$ cat src/rtl/drum_mul_pipe_if.sv
// Operand/result handshake bundle for drum_mul_pipe.
// The slave side is the multiplier; the master side is the surrounding tile.
interface drum_mul_pipe_if #(
    parameter int unsigned N = 4,
    parameter int unsigned M = 4
);
    logic             in_valid;
    logic             in_ready;
    logic [N-1:0]     in_a;
    logic [M-1:0]     in_b;
    logic             in_exact;
    logic             out_valid;
    logic             out_ready;
    logic [N+M-1:0]   out_r;
    logic             out_exact;

    modport master (
        output in_valid, in_a, in_b, in_exact, out_ready,
        input  in_ready, out_valid, out_r, out_exact
    );

    modport slave (
        input  in_valid, in_a, in_b, in_exact, out_ready,
        output in_ready, out_valid, out_r, out_exact
    );
endinterface

$ cat src/rtl/drum_mul_pipe.sv
// Three-stage DRUM approximate multiplier: leading-one truncate, multiply, shift back.
// A single advance signal moves the whole pipe; a full output stage stalls everything.
module drum_mul_pipe #(
    parameter int unsigned K = 3,
    parameter int unsigned N = 4,
    parameter int unsigned M = 4
) (
    input logic              clk,
    input logic              rst,
    drum_mul_pipe_if.slave   bus
);
    localparam int unsigned W  = (N > M) ? N : M;
    localparam int unsigned P  = N + M;
    localparam int unsigned SW = $clog2(P + 1);

    // Keep the K bits starting at the leading one; force the LSB to 1 to unbias the truncation.
    function automatic void lod(input logic [W-1:0] x, output logic [K-1:0] t,
                                output logic [SW-1:0] s);
        int          p;
        logic [W-1:0] xs;
        p  = 0;
        xs = '0;
        for (int i = 0; i < int'(W); i++) begin
            if (x[i]) p = i;
        end
        if ((x >> K) == '0) begin
            t = x[K-1:0];
            s = '0;
        end else begin
            xs = x >> (p - int'(K) + 1);
            t  = xs[K-1:0] | K'(1);
            s  = SW'(p - int'(K) + 1);
        end
    endfunction

    logic          adv;

    logic          v1_q;
    logic [K-1:0]  ta_q, tb_q, ta_d, tb_d;
    logic [SW-1:0] sa_q, sb_q, sa_d, sb_d;
    logic [N-1:0]  a_q;
    logic [M-1:0]  b_q;
    logic          ex1_q;

    logic          v2_q;
    logic [P-1:0]  q_q, q_d;
    logic [SW-1:0] sh_q, sh_d;
    logic          ex2_q;

    logic          out_valid_q;
    logic [P-1:0]  out_r_q, out_r_d;
    logic          out_exact_q;

    assign adv          = !out_valid_q | bus.out_ready;
    assign bus.in_ready = adv & !rst;

    assign bus.out_valid = out_valid_q;
    assign bus.out_r     = out_r_q;
    assign bus.out_exact = out_exact_q;

    always_comb begin
        ta_d = '0;
        tb_d = '0;
        sa_d = '0;
        sb_d = '0;
        lod(W'(bus.in_a), ta_d, sa_d);
        lod(W'(bus.in_b), tb_d, sb_d);
    end

    always_comb begin
        q_d  = '0;
        sh_d = '0;
        if (ex1_q) begin
            q_d = P'(a_q) * P'(b_q);
        end else begin
            q_d  = P'(ta_q) * P'(tb_q);
            sh_d = sa_q + sb_q;
        end
    end

    // 2K + (N-K) + (M-K) = N+M, so the shift never loses a set bit.
    assign out_r_d = q_q << sh_q;

    always_ff @(posedge clk) begin
        if (rst) begin
            v1_q        <= 1'b0;
            ta_q        <= '0;
            tb_q        <= '0;
            sa_q        <= '0;
            sb_q        <= '0;
            a_q         <= '0;
            b_q         <= '0;
            ex1_q       <= 1'b0;
            v2_q        <= 1'b0;
            q_q         <= '0;
            sh_q        <= '0;
            ex2_q       <= 1'b0;
            out_valid_q <= 1'b0;
            out_r_q     <= '0;
            out_exact_q <= 1'b0;
        end else if (adv) begin
            v1_q        <= bus.in_valid;
            v2_q        <= v1_q;
            out_valid_q <= v2_q;
            if (bus.in_valid) begin
                ta_q  <= ta_d;
                tb_q  <= tb_d;
                sa_q  <= sa_d;
                sb_q  <= sb_d;
                a_q   <= bus.in_a;
                b_q   <= bus.in_b;
                ex1_q <= bus.in_exact;
            end
            if (v1_q) begin
                q_q   <= q_d;
                sh_q  <= sh_d;
                ex2_q <= ex1_q;
            end
            if (v2_q) begin
                out_r_q     <= out_r_d;
                out_exact_q <= ex2_q;
            end
        end
    end
endmodule

$ cat src/flat_wrapper.sv
// flat-port wrapper written by rule: the top's interface ports become plain ports
module drum_mul_pipe_flat 
#(
    parameter int unsigned K = 3,
    parameter int unsigned N = 4,
    parameter int unsigned M = 4
)
  (clk, rst, bus_in_valid, bus_in_a, bus_in_b, bus_in_exact, bus_out_ready, bus_in_ready, bus_out_valid, bus_out_r, bus_out_exact);
  drum_mul_pipe_if #(.N(N), .M(M)) bus_i ();
  input logic clk;
  input logic rst;
  input wire logic [$bits(bus_i.in_valid)-1:0] bus_in_valid;
  input wire logic [$bits(bus_i.in_a)-1:0] bus_in_a;
  input wire logic [$bits(bus_i.in_b)-1:0] bus_in_b;
  input wire logic [$bits(bus_i.in_exact)-1:0] bus_in_exact;
  input wire logic [$bits(bus_i.out_ready)-1:0] bus_out_ready;
  output wire logic [$bits(bus_i.in_ready)-1:0] bus_in_ready;
  output wire logic [$bits(bus_i.out_valid)-1:0] bus_out_valid;
  output wire logic [$bits(bus_i.out_r)-1:0] bus_out_r;
  output wire logic [$bits(bus_i.out_exact)-1:0] bus_out_exact;
  assign bus_i.in_valid = bus_in_valid;
  assign bus_i.in_a = bus_in_a;
  assign bus_i.in_b = bus_in_b;
  assign bus_i.in_exact = bus_in_exact;
  assign bus_i.out_ready = bus_out_ready;
  assign bus_in_ready = bus_i.in_ready;
  assign bus_out_valid = bus_i.out_valid;
  assign bus_out_r = bus_i.out_r;
  assign bus_out_exact = bus_i.out_exact;
  drum_mul_pipe #(.K(K), .N(N), .M(M)) u_core (.clk(clk), .rst(rst), .bus(bus_i));
endmodule
$ cat config.mk
export PLATFORM = sky130hd
export DESIGN_NAME = drum_mul_pipe_flat
export DESIGN_NICKNAME = d
export VERILOG_FILES = /design/src/rtl/drum_mul_pipe_if.sv /design/src/rtl/drum_mul_pipe.sv /design/src/flat_wrapper.sv
export SDC_FILE = /design/constraint.sdc
export NUM_CORES = 1
export LEC_CHECK = 0
export CORE_ASPECT_RATIO = 1.25
export CORE_MARGIN = 2
export CORE_UTILIZATION = 50
export DETAILED_ROUTE_END_ITERATION = 10
export DONT_BUFFER_PORTS = 1
export GPL_ROUTABILITY_DRIVEN = 0
export PLACE_DENSITY = 0.74
export SYNTH_ARGS = -nofsm -noshare
export SYNTH_HDL_FRONTEND = slang
export SYNTH_SLANG_ARGS = --single-unit
$ cat constraint.sdc
create_clock -name clk -period 2.7 [get_ports clk]
set_clock_uncertainty 0.05 [all_clocks]
set_input_delay 0.27 -clock clk [delete_from_list [all_inputs] [get_ports clk]]
set_output_delay 0.27 -clock clk [all_outputs]
set_load 0.02 [all_outputs]
* After elaboration in Yosys (flattened, before gate mapping)
Cells that the tools add are included.
** Cells by class
- $add $sub $neg :: 5
- Multiply operators :: 2
- Shift-type cells :: 3
- Muxes and demuxes :: 12
- Bitwise logic cells :: 2
- Reduce and logical (&&, ||, !) cells :: 7
** Operators by type and width (count)
- 32-bit by 2-bit adder with 32-bit output (second input constant) :: 2
- 32-bit two-way mux :: 2
- 4-bit by 32-bit right shift with 3-bit output :: 2
- 32-bit by 3-bit subtractor with 32-bit output (second input constant) :: 1
- 4-bit two-way mux :: 3
- 4-bit logical NOT :: 2
- 4-bit by 4-bit multiplier with 8-bit output :: 1
- 8-bit two-way mux :: 1
- 8-bit by 4-bit << shifter with 8-bit output :: 1
- 3-bit by 3-bit multiplier with 6-bit output :: 1
- 3-bit two-way mux :: 2
- 2-bit AND reduction :: 3
- 4-bit adder :: 1
- 2-bit two-way mux :: 2
- 2-bit by 2-bit subtractor with 3-bit output (second input constant) :: 1
- 1-bit logical NOT :: 2
- 1-bit two-way mux :: 2
- 1-bit bitwise AND :: 1
- 1-bit bitwise OR :: 1
** Storage, ports and cells
- Register bits :: 48
- Output and inout bits :: 11
- Logic and storage cells :: 46

* Logic depth before layout (Yosys ltp)
Gate-level depths: netlist of run 1.
- Depth in word-level cells :: 7
- Gate-level depth with buffers :: 10
- Mapped depth without buffers :: 10

* Least setup slack after synthesis of run 1
No wires, ideal clock.
- Path type :: register to register
- Start :: reg u_core.a_q[0]
- End :: reg u_core.q_q[7]
- Setup time :: 61 ps
- Arrival :: 2555 ps
- Data required time :: 2589 ps
- Setup slack :: 35 ps
- Stages on the path, launching flop included :: 10
- Clock period less this slack :: 2665 ps
- Cell sequence :: dfxtp_1 > nand2_1 > fa_1 > inv_1 > fa_1 > ha_1 > a21o_1 > nand4_1 > a2111oi_0 > a311o_1
** On the way
- Cells in the longest elaborated chain, start to end :: 2
** RTL lines
- start: declaration :: RTL line drum_mul_pipe.sv:41 : logic [N-1:0] a_q;
- start signal: assignment :: RTL line drum_mul_pipe.sv:110 : a_q <= bus.in_a;
- 4-bit by 4-bit multiplier with 8-bit output :: RTL line drum_mul_pipe.sv:74 : q_d = P'(a_q) * P'(b_q);
- 8-bit two-way mux :: RTL line drum_mul_pipe.sv:73 : if (ex1_q) begin
- end signal: assignment :: RTL line drum_mul_pipe.sv:115 : q_q <= q_d;
- end: declaration :: RTL line drum_mul_pipe.sv:46 : logic [P-1:0] q_q, q_d;
No other way between the ends.
A chain may end at the register's enable or synchronous reset.

* Final worst setup path of run 1
- Start :: reg u_core.a_q[0]
- End :: reg u_core.q_q[6]
Same word-level chain as after synthesis.

==> results of run 1 <==
## layout by cell type, fill, tap and decap left out, drive strengths merged, types with 2 or more instances in the layout
cell	Yosys	routed
fa	8	8
a21o	3	3
and2	19	19
buf	9	8
nand3	3	3
clkbuf	5	6
nand3b	4	4
mux2i	11	11
nor3b	4	4
dfxtp	43	43
xor2	3	3
a21oi	24	24
mux4	2	2
ha	18	18
a22oi	5	5
a211oi	6	6
nor3	12	12
nor2	24	24
inv	9	9
nand2	41	41
a311oi	2	2
## registers in the layout (all words and copies together), names as in the netlist
signal / flops
u_core.q_q: 8
u_core.bus.out_exact: 1
u_core.bus.out_valid: 1
u_core.tb_q: 3
u_core.ex1_q: 1
u_core.sb_q: 2
u_core.v1_q: 1
u_core.ex2_q: 1
u_core.bus.out_r: 8
u_core.a_q: 4
u_core.v2_q: 1
u_core.sh_q: 3
u_core.b_q: 4
u_core.ta_q: 3
u_core.sa_q: 2
## critical path, stage by stage, from the launching register on
cell and delay, ps:
dfxtp_2 340, nand2_2 60, fa_1 530, inv_1 50
fa_1 490, fa_2 420, a21o_1 210, a21oi_2 160
nand3_1 90, o311ai_0 140
## per-layer routing
metal,global-route usage [%],up-vias
li1,-,938
met1,22.2,863
met2,35.5,32
met3,4.79,7
met4,6.12,0
met5,0,-
## where the power goes
part           internal (uW)  switching (uW)
Sequential               662            27.0
Combinational           59.8            80.7
Clock                    271             212
Total                    993             320
## stage by stage
step | area (um^2) | TNS [ps]
3_5_place_dp | 2470 | -120
3_3_place_gp | 2470 | -2.17
2_1_floorplan | 2440 | 0
4_1_cts | 2620 | 0
5_1_grt | 2630 | -125
6_report | 2630 | 0
## area by class of cell
type / instances / share of cell area, %
sequential: 43 / 32.9
multi-input combinational: 204 / 55.9
timing repair buffer: 9 / 3.14
inverter: 9 / 1.28
clock buffer: 6 / 2.76
clock inverter: 1 / 1.14
tap: 60 / 2.85
## cell families (layout without fill, tap and decap cells)
family          after synthesis  after routing  synth area share, %
mux                          13             13                 6.36
buf+inv                      23             25                 5.13
xor+xnor                      3              3                 1.08
simple gates                114            114                 23.7
compound gates               48             48                 12.6
flops                        43             43                 35.3
fa+ha+maj                    26             26                 15.8
## worst max-delay path by stage
stage / endpoint / slack [ps] / cells past startpoint
after detailed placement: u_core.q_q[7]$_SDFFE_PP0P_ / -60 / 9
after CTS: u_core.q_q[6]$_SDFFE_PP0P_ / 30 / 9
after global placement: u_core.q_q[7]$_SDFFE_PP0P_ / -2 / 9
final: u_core.q_q[6]$_SDFFE_PP0P_ / 50 / 9
after floorplan: u_core.q_q[7]$_SDFFE_PP0P_ / 30 / 9
after global routing: u_core.q_q[5]$_SDFFE_PP0P_ / -60 / 9
## what timing repair did
item | 4_1_cts | 5_1_grt
pin swaps | 2 | 1
buffers inserted | 0 | 0
hold buffers | 2 | 0
endpoints found under the hold margin | 39 | 0
resized for setup | 3 | 6
endpoints found under the setup margin | 2 | 3
gates cloned | 0 | 0
==> flow_metrics.py, run 1 <==
metrics = {
    "place": {
        "place_ws_ps": -59.9,
        "dp.cells": 323,
        "io_buffers": 0,
        "dp_hpwl_um": 3400,
    },
    "drt": {
        "drc": 0,
        "wl_met3_um": 149,
        "wl_met1_um": 2090,
        "first_pass_iters": 4,
        "routed-via-count": 1840,
        "first_iter_violations": 73,
        "highest_layer": "met4",
        "wl_met2_um": 2420,
        "vias_per_cell": 5.54,
        "wl_per_cell_um": 14.2,
        "postRouteAntennaNets": 0,
        "wirelength_um": 4730,
    },
    "power": {
        "vdd_drop_max_v": 0.000413,
        "total_power_uw": 1310,
        "powerDensity_nw_per_um2": 499,
        "total_leakage_power_uw": 0.00111,
    },
    "timing": {
        "slew_headroom_pct": 56.5,
        "hold_viol_final": 0,
        "worst_pin_slew_ps": 653,
        "final-setup-viol-count": 0,
        "holdWs_ps": 55.3,
        "fin_ws_ps": 47.8,
        "rsz0062_at_grt": "yes",
        "post-route-min-period_ps": 2650,
        "slew_violations": 0,
        "min_period_over_period_pct": 98.2,
        "max_clock_freq_mhz": 377,
    },
    "hold_path": {
        "min_path_type": "in -> reg",
        "min_from": "bus_in_b[0]",
        "whs_path_depth": 2,
        "min_to": "u_core.b_q[0]$_SDFFE_PP0P_",
    },
    "logic_synthesis": {
        "synth_edf_count": 0,
        "yosysMostFrequentCell": "dfxtp_1",
        "ys_ff_latch": 43,
        "syn_nets": 309,
        "synthTopCellsByCount": "dfxtp_1, nand2_1, a21oi_1, nor2_1",
        "synth_flop_cell": "dfxtp_1",
        "synthTopCellsByArea": "dfxtp_1, ha_1, fa_1",
        "synthCells": 270,
        "syn_avg_cell_area_um2": 9.03,
        "ys_warn_count": 0,
        "seq_area_frac_synth_pct": 35.3,
        "synth_async_sr_flop_share_pct": 0,
        "synth_top_area_cell": "dfxtp_1",
        "netlist_area_um2": 2440,
        "synthDistinctLibCells": 43,
        "synth_top_area_share_pct": 35.3,
    },
    "worst_setup_path": {
        "end_kind": "register",
        "worstSetupPathType": "reg -> reg",
        "r2r-end": "u_core.q_q[6]$_SDFFE_PP0P_",
        "r2r-start": "u_core.a_q[0]$_SDFFE_PP0P_",
        "cp-start-kind": "register",
        "critPathRequiredTime_ps": 2830,
        "path_max_fanout": 2,
        "reg2reg_depth": 9,
        "crit_start": "u_core.a_q[0]$_SDFFE_PP0P_",
        "arrival_ps": 2780,
        "reg2reg_slack_ps": 50,
    },
    "status": {
        "outcome": "complete, no violations",
    },
    "cells_and_area": {
        "multi_input_area_um2": 1470,
        "fin_util_pct": 55.6,
        "antennaDiodeCount": 0,
        "final-seq-area_um2": 865,
        "drive_gt1_share_pct": 10.3,
        "fill_cells": 447,
        "nets": 311,
        "layout.cells.non_filler": 332,
        "areaGrowthSynthToFinish_pct": 7.85,
    },
    "die": {
        "core_area_um2": 4730,
        "initial_core_util_pct": 51.6,
        "ioPinCount": 24,
        "die_w_um": 66.5,
        "die_h_um": 82.1,
        "dieArea_um2": 5460,
        "rows": 28,
    },
    "run": {
        "cap_violations": 0,
    },
    "grt": {
        "grt_pass1_vias": 1873,
        "antenna_found_initial": 0,
        "grt_overflow": 0,
        "grt_pass1_wl_um": 8050,
        "grtUsageTotal_pct": 19.5,
        "grt_max_degree": 40,
    },
    "clock_tree": {
        "htree_num_levels": 2,
        "ctsRootBufferMaster": "clkbuf_8",
        "cts-buffers-inserted": 5,
        "clock_latency_ps": 290,
        "cts_buffer_depth": 2,
        "cts.clk_slew.worst_paths_ps": 70,
        "cts_tree": "done",
        "cts_sinks": 43,
    },
}
Note: power is estimated with default switching activity, not from simulation.
==> run 2: changes to the inputs <==
--- a/config.mk
+++ b/config.mk
@@ -5,6 +5,7 @@
 export SDC_FILE = /design/constraint.sdc
 export NUM_CORES = 1
 export LEC_CHECK = 0
+export ABC_AREA = 1
 export CORE_ASPECT_RATIO = 1.25
 export CORE_MARGIN = 2
 export CORE_UTILIZATION = 50
==> run 2 against run 1 <==
Against the previous run: final cell count is 18% higher; critical path type unchanged; largest cell class unchanged; design area hardly changed; sequential share of layout area is 0.17 points lower; largest power group unchanged.
==> flow_metrics.py, run 2 <==
metrics = {
    "status": {
        "outcome": "complete, no violations",
    },
    "worst_setup_path": {
        "path_max_fanout": 3,
        "endpoint": "u_core.q_q[6]$_SDFFE_PP0P_",
        "r2r-start": "u_core.b_q[3]$_SDFFE_PP0P_",
        "reg2reg_depth": 10,
        "cp-start-kind": "register",
        "cp_num_buf_inv": 1,
        "reg2reg_slack_ps": 130,
        "cp_top_family": "adder cells",
        "crit_chain": "nand2_1 -> fa_1 -> inv_1 -> fa_1 -> fa_2 -> nand3_1 -> nand2_1 -> or2_2 -> nand3_1 -> a21oi_1",
        "end_kind": "register",
        "crit_start": "u_core.b_q[3]$_SDFFE_PP0P_",
        "cp_slowest_stage_delay_ps": 540,
        "critPathRequiredTime_ps": 2840,
        "crit_slowest_cell": "fa_1",
        "worstSetupPathType": "reg -> reg",
        "cp.depth": 10,
        "r2r-end": "u_core.q_q[6]$_SDFFE_PP0P_",
        "arrival_ps": 2710,
    },
    "clock_tree": {
        "cts.clk_slew.worst_paths_ps": 80,
        "ctsRootBufferMaster": "clkbuf_8",
        "cts_buffer_depth": 2,
        "cts-buffers-inserted": 5,
        "cts_tree": "done",
        "cts-resized-gates": 0,
        "postCtsSetupRepairBufs": 0,
        "htree_num_levels": 2,
        "clock_latency_ps": 300,
        "cts_sinks": 43,
    },
    "drt": {
        "first_iter_violations": 57,
        "routed-via-count": 2005,
        "wl_per_cell_um": 12.0,
        "vias_per_cell": 5.13,
        "postRouteAntennaNets": 0,
        "wirelength_um": 4680,
        "drc": 0,
        "first_pass_iters": 4,
    },
    "logic_synthesis": {
        "synthCells": 327,
        "synth_async_sr_flop_share_pct": 0,
        "synth-compound-area-share_pct": 14.7,
        "synth_top_family_by_area": "simple AND/OR/NAND/NOR gates",
        "synth_top_area_cell": "dfxtp_1",
        "ys_warn_count": 0,
        "synthTopCellsByArea": "dfxtp_1, nand2_1, ha_1",
        "synth_xor_area_share_pct": 0.713,
        "netlist_area_um2": 2460,
        "syn_avg_cell_area_um2": 7.51,
        "synthDistinctLibCells": 29,
        "synth_flop_cell": "dfxtp_1",
        "synthMuxAreaShare_pct": 0,
        "ys_ff_latch": 43,
        "synth_adder_area_share_pct": 15.7,
        "synthTopCellsByCount": "nand2_1, inv_1, dfxtp_1, a21oi_1, ha_1",
        "synth_edf_count": 0,
        "synth_top_area_share_pct": 35.0,
        "synth-simple-area-share_pct": 22.9,
        "seq_area_frac_synth_pct": 35.0,
        "syn_nets": 366,
        "yosysMostFrequentCell": "nand2_1",
    },
    "grt": {
        "grt_pass1_vias": 1936,
        "antenna_found_initial": 0,
        "grt_max_degree": 35,
        "grtUsageMet1_pct": 21.0,
        "grtUsageTotal_pct": 18.9,
        "busiest_layer": "met2",
        "grtUsageMet3_pct": 4.88,
        "grt_use_met2_pct": 35.1,
        "grt_overflow": 0,
        "grt_pass1_wl_um": 7990,
    },
    "timing": {
        "min_period_over_period_pct": 95.0,
        "rsz0062_at_grt": "no",
        "post-route-min-period_ps": 2570,
        "slew_headroom_pct": 74.2,
        "final-setup-viol-count": 0,
        "slew_violations": 0,
        "hold_viol_final": 0,
        "worst_pin_slew_ps": 385,
        "max_clock_freq_mhz": 390,
        "tns_ps": 0,
    },
    "cells_and_area": {
        "antennaDiodeCount": 0,
        "drive_gt1_share_pct": 9.97,
        "multi_input_area_um2": 1330,
        "final-seq-area_um2": 861,
        "mostFrequentLayoutCells": "nand2_1, inv_1, dfxtp_1",
        "areaGrowthSynthToFinish_pct": 7.18,
        "fin_util_pct": 55.7,
        "fill_cells": 479,
        "nets": 369,
        "layout_commonest_cell": "nand2_1",
    },
    "die": {
        "initial_core_util_pct": 51.9,
        "dieArea_um2": 5490,
        "core_area_um2": 4730,
        "rows": 28,
        "die_w_um": 66.7,
        "die_h_um": 82.4,
        "ioPinCount": 24,
    },
    "run": {
        "cap_violations": 0,
    },
    "power": {
        "vdd_drop_max_v": 0.000316,
        "powerDensity_nw_per_um2": 518,
        "total_leakage_power_uw": 0.00132,
    },
    "hold_path": {
        "min_path_type": "in -> reg",
    },
    "place": {
        "io_buffers": 0,
        "dp_hpwl_um": 3540,
    },
}
run 2: cell types whose count changed after synthesis, sizes merged, moves of 4 or more:
cell,previous run,this run
mux2i,11,0
nor2,24,13
nor3b,4,0
nand2,41,98
nor3,12,0
a31oi,0,7
nand3,3,17
a21oi,24,38
a211oi,6,2
inv,9,50
and2,19,0
o21ai,1,13
a22oi,5,0
nand3b,4,0
run 2: repair_timing:
| item | CTS | global route |
|---|---|---|
| endpoints found under the hold margin | 34 | 0 |
| setup endpoints to repair | 0 | 1 |
| hold buffers | 1 | 0 |
run 2: stage by stage:
stage | power [uW] | setup WS, ps | hold WS [ps] | instance area (um^2) | std cells
2_1_floorplan | 833 | 36.8 | 386 | 2460 | 327
3_5_place_dp | 856 | 37.3 | 293 | 2500 | 382
3_3_place_gp | 852 | 88.1 | 292 | 2500 | 382
5_1_grt | 1420 | 32.1 | 119 | 2630 | 391
6_report | 1360 | 135 | 82.5 | 2630 | 391
4_1_cts | 1370 | 20.3 | 79.9 | 2630 | 391
run 2: worst register-to-register path: cells and delay by family (launching register included):
family	cells	cell delay (ps)
flops	1	340
simple gates	5	570
compound gates	1	60
fa+ha+maj	3	1410
buf+inv	1	50
run 2: logic make-up after synthesis:
group | count (synthesis)
adder cells (fa/ha/maj) | 26
XOR/XNOR | 2
flip-flops | 43
buffers and inverters | 61
AND/OR/NAND/NOR | 130
AO/OA/AOI/OAI | 65
run 2: layer usage:
| layer | share of wire, % | vias up |
|---|---|---|
| met3 | 4.3 | 7 |
| met4 | 1.4 | 0 |
| met1 | 43 | 909 |
| met2 | 51 | 37 |
| li1 | - | 1052 |
| met5 | 0 | - |
run 2: how the worst min path moves through the flow:
stage	from	end	slack [ps]	cells past startpoint
global placement	rst	u_core.tb_q[1]$_SDFFE_PP0P_	290	1
CTS	bus_in_b[0]	u_core.b_q[0]$_SDFFE_PP0P_	80	2
floorplan	bus_in_a[0]	u_core.a_q[0]$_SDFFE_PP0P_	390	2
detailed placement	rst	u_core.tb_q[1]$_SDFFE_PP0P_	290	1
global route	bus_in_a[2]	u_core.a_q[2]$_SDFFE_PP0P_	120	2
finish	bus_in_b[0]	u_core.b_q[0]$_SDFFE_PP0P_	80	2
run 2: final cells by class:
cell class	instances	share of cell area (%)
Multi-Input combinational cell	223	50.5
Sequential cell	43	32.7
Inverter	50	7.22
Tap cell	60	2.85
Clock buffer	5	2.61
Timing Repair Buffer	7	2.47
Clock inverter	3	1.66
run 2: where the power goes:
part / leakage [uW] / internal (uW) / switching (uW)
sequential: 0.000352 / 664 / 32.2
combinational: 0.000910 / 57.5 / 97.2
clock: 0.0000581 / 276 / 235
